===== src/rtl/arith_pkg.sv =====
// Shared definitions for the operand arbitration slice: requester source
// codes, output-stage state encoding and default widths.
package arith_pkg;

    // Requester identifiers, also used as the mux select value.
    localparam logic SRC_A = 1'b0;
    localparam logic SRC_B = 1'b1;

    // Default operand width for requesters and the output stage.
    localparam int OPERAND_W = 8;

    // Width of the optional per-requester accept counters.
    localparam int CNT_W = 8;

    // Single-entry output stage occupancy.
    typedef enum logic {
        ST_EMPTY = 1'b0,
        ST_FULL  = 1'b1
    } ostage_t;

endpackage


===== src/rtl/operand_mux_arbiter_if.sv =====
// Handshake bundle between the two operand requesters, the arbiter and
// the arithmetic core input. The slave view is the arbiter itself.
interface operand_mux_arbiter_if #(
    parameter int WIDTH = 8
);
    logic             a_valid;
    logic [WIDTH-1:0] a_data;
    logic             a_ready;
    logic             b_valid;
    logic [WIDTH-1:0] b_data;
    logic             b_ready;
    logic             mux_sel;
    logic             out_valid;
    logic [WIDTH-1:0] out_data;
    logic             out_src;
    logic             out_ready;

    modport slave (
        input  a_valid, a_data, b_valid, b_data, out_ready,
        output a_ready, b_ready, mux_sel, out_valid, out_data, out_src
    );

    modport master (
        output a_valid, a_data, b_valid, b_data, out_ready,
        input  a_ready, b_ready, mux_sel, out_valid, out_data, out_src
    );
endinterface


===== src/rtl/mux2.sv =====
// Generic 2:1 operand mux (sel=0 -> a, sel=1 -> b).
module mux2 #(
    parameter int WIDTH = 8
) (
    input  logic             sel,
    input  logic [WIDTH-1:0] a,
    input  logic [WIDTH-1:0] b,
    output logic [WIDTH-1:0] y
);

    assign y = sel ? b : a;

endmodule


===== src/rtl/rr_grant2.sv =====
// Two-way round-robin grant: a lone requester always wins, contention goes
// to the requester that was not served last. Purely combinational.
module rr_grant2
    import arith_pkg::*;
(
    input  logic [1:0] req,
    input  logic       last,
    output logic [1:0] gnt,
    output logic       sel
);

    // Pick the winner; with no request the select parks on the last winner.
    always_comb begin
        gnt = 2'b00;
        sel = last;
        case (req)
            2'b01: begin
                gnt = 2'b01;
                sel = SRC_A;
            end
            2'b10: begin
                gnt = 2'b10;
                sel = SRC_B;
            end
            2'b11: begin
                sel = ~last;
                gnt = (last == SRC_A) ? 2'b10 : 2'b01;
            end
            default: ;
        endcase
    end

endmodule


===== src/rtl/operand_mux_arbiter.sv =====
// Round-robin arbiter sharing the 2:1 operand mux between requesters A and B,
// feeding a single-entry registered output stage with valid/ready.
// Optional feature macro: ARB_CNT_EN adds saturating per-requester accept
// counters with a synchronous clear.
module operand_mux_arbiter
    import arith_pkg::*;
#(
    parameter int   WIDTH      = OPERAND_W,
    parameter logic START_PRIO = SRC_A
) (
    input  logic             clk,
    input  logic             rst,
`ifdef ARB_CNT_EN
    input  logic             cnt_clr,
    output logic [CNT_W-1:0] cnt_a,
    output logic [CNT_W-1:0] cnt_b,
`endif
    operand_mux_arbiter_if.slave bus
);

    ostage_t          state;
    ostage_t          state_nxt;
    logic             last_grant;
    logic [1:0]       gnt;
    logic             grant_sel;
    logic             pipe_ready;
    logic             accept;
    logic             out_valid;
    logic [WIDTH-1:0] mux_data;
    logic [WIDTH-1:0] data_p0;
    logic             src_p0;

    rr_grant2 u_grant (
        .req  ({bus.b_valid, bus.a_valid}),
        .last (last_grant),
        .gnt  (gnt),
        .sel  (grant_sel)
    );

    mux2 #(
        .WIDTH (WIDTH)
    ) u_mux (
        .sel (grant_sel),
        .a   (bus.a_data),
        .b   (bus.b_data),
        .y   (mux_data)
    );

    // The stage can take a byte when empty or when its byte leaves this cycle.
    // Gating with rst makes the ready outputs drop as soon as reset asserts.
    assign pipe_ready  = (state == ST_EMPTY) | bus.out_ready;
    assign accept      = pipe_ready & (|gnt) & ~rst;
    assign bus.a_ready = accept & gnt[0];
    assign bus.b_ready = accept & gnt[1];
    assign bus.mux_sel = grant_sel;

    // Output-stage state register.
    always_ff @(posedge clk or posedge rst) begin
        if (rst) begin
            state <= ST_EMPTY;
        end else begin
            state <= state_nxt;
        end
    end

    // Next state: an accept always fills (even while draining), a drain alone empties.
    always_comb begin
        state_nxt = state;
        if (accept) begin
            state_nxt = ST_FULL;
        end else if ((state == ST_FULL) && bus.out_ready) begin
            state_nxt = ST_EMPTY;
        end
    end

    // Output decode of the stage state.
    always_comb begin
        out_valid = 1'b0;
        if (state == ST_FULL) begin
            out_valid = 1'b1;
        end
    end

    // Capture the muxed byte and its source; remember the winner for fairness.
    always_ff @(posedge clk or posedge rst) begin
        if (rst) begin
            data_p0    <= '0;
            src_p0     <= SRC_A;
            last_grant <= ~START_PRIO;
        end else if (accept) begin
            data_p0    <= mux_data;
            src_p0     <= grant_sel;
            last_grant <= grant_sel;
        end
    end

    assign bus.out_valid = out_valid;
    assign bus.out_data  = data_p0;
    assign bus.out_src   = src_p0;

`ifdef ARB_CNT_EN
    // Increment that sticks at all-ones instead of wrapping.
    function automatic logic [CNT_W-1:0] sat_inc(input logic [CNT_W-1:0] v);
        return (v == {CNT_W{1'b1}}) ? v : v + 1'b1;
    endfunction

    // Per-requester accept counters; the clear wins over a same-cycle accept.
    always_ff @(posedge clk or posedge rst) begin
        if (rst) begin
            cnt_a <= '0;
            cnt_b <= '0;
        end else if (cnt_clr) begin
            cnt_a <= '0;
            cnt_b <= '0;
        end else begin
            if (bus.a_ready) begin
                cnt_a <= sat_inc(cnt_a);
            end
            if (bus.b_ready) begin
                cnt_b <= sat_inc(cnt_b);
            end
        end
    end
`endif

endmodule

===== src/flat_wrapper.sv =====
// flat-port wrapper written by rule: the top's interface ports become plain ports
module operand_mux_arbiter_flat import arith_pkg::*;
#(
    parameter int   WIDTH      = OPERAND_W,
    parameter logic START_PRIO = SRC_A
)
  (clk, rst, bus_a_valid, bus_a_data, bus_b_valid, bus_b_data, bus_out_ready, bus_a_ready, bus_b_ready, bus_mux_sel, bus_out_valid, bus_out_data, bus_out_src);
  operand_mux_arbiter_if #(.WIDTH(WIDTH)) bus_i ();
  input  logic clk;
  input  logic rst;
  input wire logic [$bits(bus_i.a_valid)-1:0] bus_a_valid;
  input wire logic [$bits(bus_i.a_data)-1:0] bus_a_data;
  input wire logic [$bits(bus_i.b_valid)-1:0] bus_b_valid;
  input wire logic [$bits(bus_i.b_data)-1:0] bus_b_data;
  input wire logic [$bits(bus_i.out_ready)-1:0] bus_out_ready;
  output wire logic [$bits(bus_i.a_ready)-1:0] bus_a_ready;
  output wire logic [$bits(bus_i.b_ready)-1:0] bus_b_ready;
  output wire logic [$bits(bus_i.mux_sel)-1:0] bus_mux_sel;
  output wire logic [$bits(bus_i.out_valid)-1:0] bus_out_valid;
  output wire logic [$bits(bus_i.out_data)-1:0] bus_out_data;
  output wire logic [$bits(bus_i.out_src)-1:0] bus_out_src;
  assign bus_i.a_valid = bus_a_valid;
  assign bus_i.a_data = bus_a_data;
  assign bus_i.b_valid = bus_b_valid;
  assign bus_i.b_data = bus_b_data;
  assign bus_i.out_ready = bus_out_ready;
  assign bus_a_ready = bus_i.a_ready;
  assign bus_b_ready = bus_i.b_ready;
  assign bus_mux_sel = bus_i.mux_sel;
  assign bus_out_valid = bus_i.out_valid;
  assign bus_out_data = bus_i.out_data;
  assign bus_out_src = bus_i.out_src;
  operand_mux_arbiter #(.WIDTH(WIDTH), .START_PRIO(START_PRIO)) u_core (.clk(clk), .rst(rst), .bus(bus_i));
endmodule

===== config.mk =====
export PLATFORM = sky130hd
export DESIGN_NAME = operand_mux_arbiter_flat
export DESIGN_NICKNAME = d
export VERILOG_FILES = /design/src/rtl/arith_pkg.sv /design/src/rtl/operand_mux_arbiter_if.sv /design/src/rtl/mux2.sv /design/src/rtl/rr_grant2.sv /design/src/rtl/operand_mux_arbiter.sv /design/src/flat_wrapper.sv
export SDC_FILE = /design/constraint.sdc
export NUM_CORES = 1
export LEC_CHECK = 0
export ABC_AREA = 1
export CORE_AREA = 10 10 52 54
export DETAILED_ROUTE_END_ITERATION = 7
export DIE_AREA = 0 0 62 64
export MAX_ROUTING_LAYER = met4
export PLACE_DENSITY = 0.76
export SKIP_CTS_REPAIR_TIMING = 1
export SLEW_MARGIN = 5
export SYNTH_ARGS = -nofsm -noshare
export SYNTH_HDL_FRONTEND = slang
export SYNTH_SLANG_ARGS = --single-unit

===== constraint.sdc =====
create_clock -name clk -period 1.3 [get_ports clk]
set_input_delay 0.26 -clock clk [delete_from_list [all_inputs] [get_ports clk]]
set_output_delay 0.26 -clock clk [all_outputs]
set_load 0.05 [all_outputs]

Word-level counts from Yosys, hierarchy flattened
Index checks and enable logic that the tools add are counted.
Widths: inputs -> output; s select.
Storage, ports and cells
  logic and storage cells: 25
  latch bits: 0
  input port bits: 21
  bits in writable memories: 0
  flip-flop bits (word level): 11
  memories kept: 0
  bits in read-only memories: 0
  output and inout bits: 13
Cells by class
  multipliers: 0
  mux-type cells: 7
  magnitude comparators: 0
  shift operators: 0
  div/mod/pow operators: 0
  reduce and logical (&&, ||, !) cells: 3
  bitwise logic cells: 8
  add/subtract/negate cells: 0
  eq/ne operators: 3
Operators by type and width (count)
  $mux 8: 1
  $pmux 2 s3: 1
  $and 1x1->1: 4
  $eq 2x2->1 const B: 2
  $mux 1: 3
  $not 1->1: 3
  $pmux 1 s3: 1
  $eq 2x1->1 const B: 1
  $mux 2: 1
  $reduce_bool 2->1: 1
  $reduce_or 2->1: 1
  $logic_and 1x1->1: 1
  $or 1x1->1: 1

Longest topological paths before layout
  depth in word-level cells: 6
  mapped depth: 8
  mapped depth without buffers: 7

Hierarchy
From an unflattened synthesis, not the netlist that was laid out.
Unflattened totals
  cell total of the unflattened synthesis: 89
  area, all modules: 710.7 µm²
Modules (own cells, without submodules)
  operand_mux_arbiter: instances 1, cells an instance 53, sequential area each 276.5 µm², area an instance 566.8 µm²
  mux2: instances 1, cells an instance 26, sequential area each 0.0 µm², area an instance 105.1 µm²
  rr_grant2: instances 1, cells an instance 10, sequential area each 0.0 µm², area an instance 38.8 µm²

Worst setup path before layout
No wires, ideal clock.
  path kind: register to output
  start point: register u_core.state
  end point: output bus_a_ready
  data arrival time: 1.717 ns
  slack: -0.677 ns
  path buffers: 1
  cell stages (with the launch flop): 7
  required time: 1.040 ns
  cell sequence: dfrtp_1 -> nand2_1 -> nand2_1 -> nor2_2 -> inv_1 -> buf_4 -> nor2_1
On the way
  cells in the longest elaborated chain, start to end: 5
RTL lines
  start: declaration: line operand_mux_arbiter.sv:21  | ostage_t state;
  start signal: assignment: line operand_mux_arbiter.sv:62  | state <= state_nxt;
  $not 1->1: line operand_mux_arbiter.sv:51  | assign pipe_ready = (state == ST_EMPTY) | bus.out_ready;
  $or 1x1->1: line operand_mux_arbiter.sv:51
  $and 1x1->1 (2 in a row): line operand_mux_arbiter.sv:52  | assign accept = pipe_ready & (|gnt) & ~rst;
  $and 1x1->1: line operand_mux_arbiter.sv:53  | assign bus.a_ready = accept & gnt[0];
  end: declaration: line flat_wrapper.sv:16  | output wire logic [$bits(bus_i.a_ready)-1:0] bus_a_ready;
Every way passes these cells.

Final worst setup path
  start point: input bus_b_valid
  end point: output bus_b_ready
On the way
  cells in the longest elaborated chain, start to end: 6
  elaborated cells between the ends (all ways): 8
  those cells by class: 3 x eq/ne; 1 x mux; 3 x bitwise; 1 x reduce/logical
RTL lines
  start: declaration: line flat_wrapper.sv:13  | input wire logic [$bits(bus_i.b_valid)-1:0] bus_b_valid;
  $eq 2x2->1 / $eq 2x1->1 (equally long branches): line rr_grant2.sv:16  | case (req)
  $pmux 2 s3 (*): line rr_grant2.sv:16
  $reduce_or 2->1: line operand_mux_arbiter.sv:52
  $and 1x1->1 (2 in a row): line operand_mux_arbiter.sv:52
  $and 1x1->1 (*): line operand_mux_arbiter.sv:54  | assign bus.b_ready = accept & gnt[1];
  end: declaration: line flat_wrapper.sv:17  | output wire logic [$bits(bus_i.b_ready)-1:0] bus_b_ready;
Every way passes the cells marked *; elsewhere a longest branch is shown, timed or not.

==> impl_results.md <==
- Family with the most delay on the worst path: buffers and inverters
- Syn nets: 112
- Largest family of logic cells by synthesized area: simple AND/OR/NAND/NOR gates
- Outcome: finished, violations left
- Core Area: between 0.0015 and 0.002 mm^2
- Synthesis-to-layout area growth: 115%
- FF-to-FF setup slack: 0 ns
- Cell Area, Synth: 621 um^2
- CTS tree: done
- Pre-antenna DRT Iters: 4
- Seq/Total Area, Yosys: around 45%
- Share of cells above drive strength 1: between 40% and 50%
- Antenna violations before repair: 0
- Number of I/O pins: 34
- Number of setup violations in the final report: 4
- Via count: approximately 700
- Final nets: between 150 and 200
- DR vias/cell: 4.24
- Ys flop type: dfrtp_1
- Total power: between 1.5 and 2 mW
- Total congestion overflow: 0
- Post-route DRC: 0
- Ys async rst share: between 90% and 100%
- Met1 Use GR: between 10% and 20%
- Largest cells by area after synthesis: dfrtp_1 40%, nand2_1 19%, inv_1 15%
- Crit path cell chain: clkdlybuf4s50_1 > nor2_1 > nor2_4 > nand2_2 > clkinvlp_4 > buf_12
- # fillers: roughly 110
- Post-synthesis register bit count: 11
- Root Buffer Master: clkbuf_4
- Xor-xnor portion of the synthesized cell area: 0%
- Number of diodes: 0
- First-pass GRT wire length: approximately 3200 um
- FF-to-FF End: u_core.bus.out_data[7]$_DFFE_PP0P_
- Cell total after placement: approximately 160
- RSZ-0062 raised after global routing: yes
- Critical Path AT: around 1.3 ns
- Final setup TNS: -0.854 ns
- Latest clock arrival within the worst-skew pair: 0.26 ns
- Top cell type's share of synthesized area: just over 40%
- MaxCap Viol Count: 0
- Fmax: about 630 MHz
- Initial DRC Count: 7
- Row count: 15
- Reg-to-reg startpoint: u_core.last_grant$_DFFE_PP1P_
- Required time worst endpoint: roughly 1.0 ns
- Largest net degree at the start of global routing: 12
- GP Congestion: around 0.76
- Final Hold Viols: 0
- Crit Path Class: input pin to primary output
- YS warnings: 0
- Port Buffer Count: 33
- Min cycle time layout: 1.60 ns
- Crit path buffers/inverters: 3
- Relative slew slack: 87.3%
- Final wirelength: 2030 um
- CP startpoint: bus_b_valid
- EDFF count, synth: 0
- Footprint of the multi-input gates: 319 um^2
- Mux share of post-synthesis cell area: 0%
- Failing checks: setup timing
- Gr usage total: 10.4%
- Post-Syn Area per Cell: ~6.8 um^2
- Die area: 0.00397 mm^2
- Die width: approximately 62 um
- Lkg Pwr: roughly 0.7 nW
- Vias in the first global route: a little over 700
- Top cells by count, synth: 31 x nand2_1, 24 x inv_1, 16 x nand3_1, 10 x dfrtp_1, 3 x nor2_1
- Final worst path period share: 123%
- Post-synthesis adder-cell area fraction: 0%
- Global routing usage on met2: a little under a fifth
- Post-DP HPWL: roughly 1600 um
- Post-route ant nets: 0
- Mapped Cells: between 90 and 100
- Register-to-Register Path Depth: 7
- Simple-gate share of the synthesized area: a little over a third
- Worst path max stage delay: 0.45 ns
- Post-synthesis compound-gate area fraction: 2.22%
- Routed WL per cell: between 10 and 15 um
- M3 GR Usage: about 3.8%
- Grt peak-use layer: met2
- Distinct cell type count after synthesis: 11
- H-tree depth: 1
- CTS clk-pin slew, worst paths: roughly 0.07 ns
- TritonCTS Buffers: 3
- P per Cell Area: approximately 1300 mW/mm^2
- Leading area contributor after synthesis: dfrtp_1
- Flip-flop and latch area: 278 um^2
- Crit end category: primary output
- Final WS setup: -0.299 ns
- Clock Skews: ~0.0043 ns
- CTS Buffer Depth: 2
- Worst-Margin Slew: approximately 0.19 ns
- Critical path's slowest cell: clkdlybuf4s50_1
- Final non-filler cell total: 166
- Most common cell in the netlist: nand2_1
- CP max FO: 3
- Initial core utilization: a little over a third
- Startpoint Class: input pin
- Pins Over Slew Limit: 0
- CTS Sinks: 11
- Peak VDD IR: 0.000709 V
- Hold_ws: ~0.34 ns
- Die H: 64 um
- Hold Crit Class: input pin to asynchronous set/reset pin
==> registers in the layout, indices dropped and copies added (netlist names) <==
signal               cells
u_core.bus.out_src       1
u_core.state             1
u_core.bus.out_data      8
u_core.last_grant        1
==> where the power goes <==
part | switching [mW] | internal [mW] | leakage (nW)
sequential | 0.0746 | 0.418 | 0.131
combinational | 0.507 | 0.476 | 0.545
clock | 0.115 | 0.118 | 0.0150
total | 0.697 | 1.01 | 0.691
==> final cells by class <==
cell class | count | share of cell area [%]
clock buffer | 4 | 1.97
inverter | 24 | 7.24
multi-input combinational | 54 | 24.0
sequential | 11 | 20.9
tap | 25 | 2.35
timing repair buffer | 48 | 43.6
==> cell usage in the layout (no fill, tap or decap) <==
master	count
inv_1	20
nand2_1	20
clkdlybuf4s50_1	20
buf_12	13
buf_4	13
nand3_1	12
nand2_2	10
dfrtp_1	9
nand3_2	4
nor2_4	3
clkbuf_4	3
nand2_4	2
inv_2	2
buf_6	2
nor2_1	1
o21ai_4	1
inv_4	1
o21ai_0	1
clkinvlp_4	1
clkbuf_1	1
dfstp_2	1
dfrtp_2	1
==> logic make-up (layout without fill, tap and decap cells) <==
logic type             count (synthesis)  in the layout
DFF                                   11             11
buffers and inverters                 26             76
and+or+nand+nor                       52             52
AOI/OAI and AO/OA                      2              2
==> worst min-delay path: stages <==
cell	delay, ns
clkdlybuf4s50_1	0.39
inv_1	0.09
buf_4	0.21
==> per-layer routing <==
layer  vias up  part of all wire [%]
li1        366                     -
met1       317                    39
met2        21                    55
met3         0                   6.3
met4         0                     0
met5         -                     0
==> per-stage QoR <==
stage / util, % / cell area (um^2) / setup WS (ns)
global placement: 70.0 / 1190 / -0.303
finish: 77.9 / 1330 / -0.299
CTS: 71.5 / 1220 / -0.334
detailed placement: 70.0 / 1190 / -0.313
floorplan: - / 636 / -0.203
global route: 77.9 / 1330 / -0.357
==> worst max path at each step <==
stage	end	slack [ns]	cells after the start
finish	bus_b_ready	-0.30	6
floorplan	bus_a_ready	-0.20	6
global placement	bus_a_ready	-0.30	6
CTS	bus_a_ready	-0.33	6
detailed placement	bus_a_ready	-0.31	6
global route	bus_b_ready	-0.36	6
(Power assumes the default switching activity.)
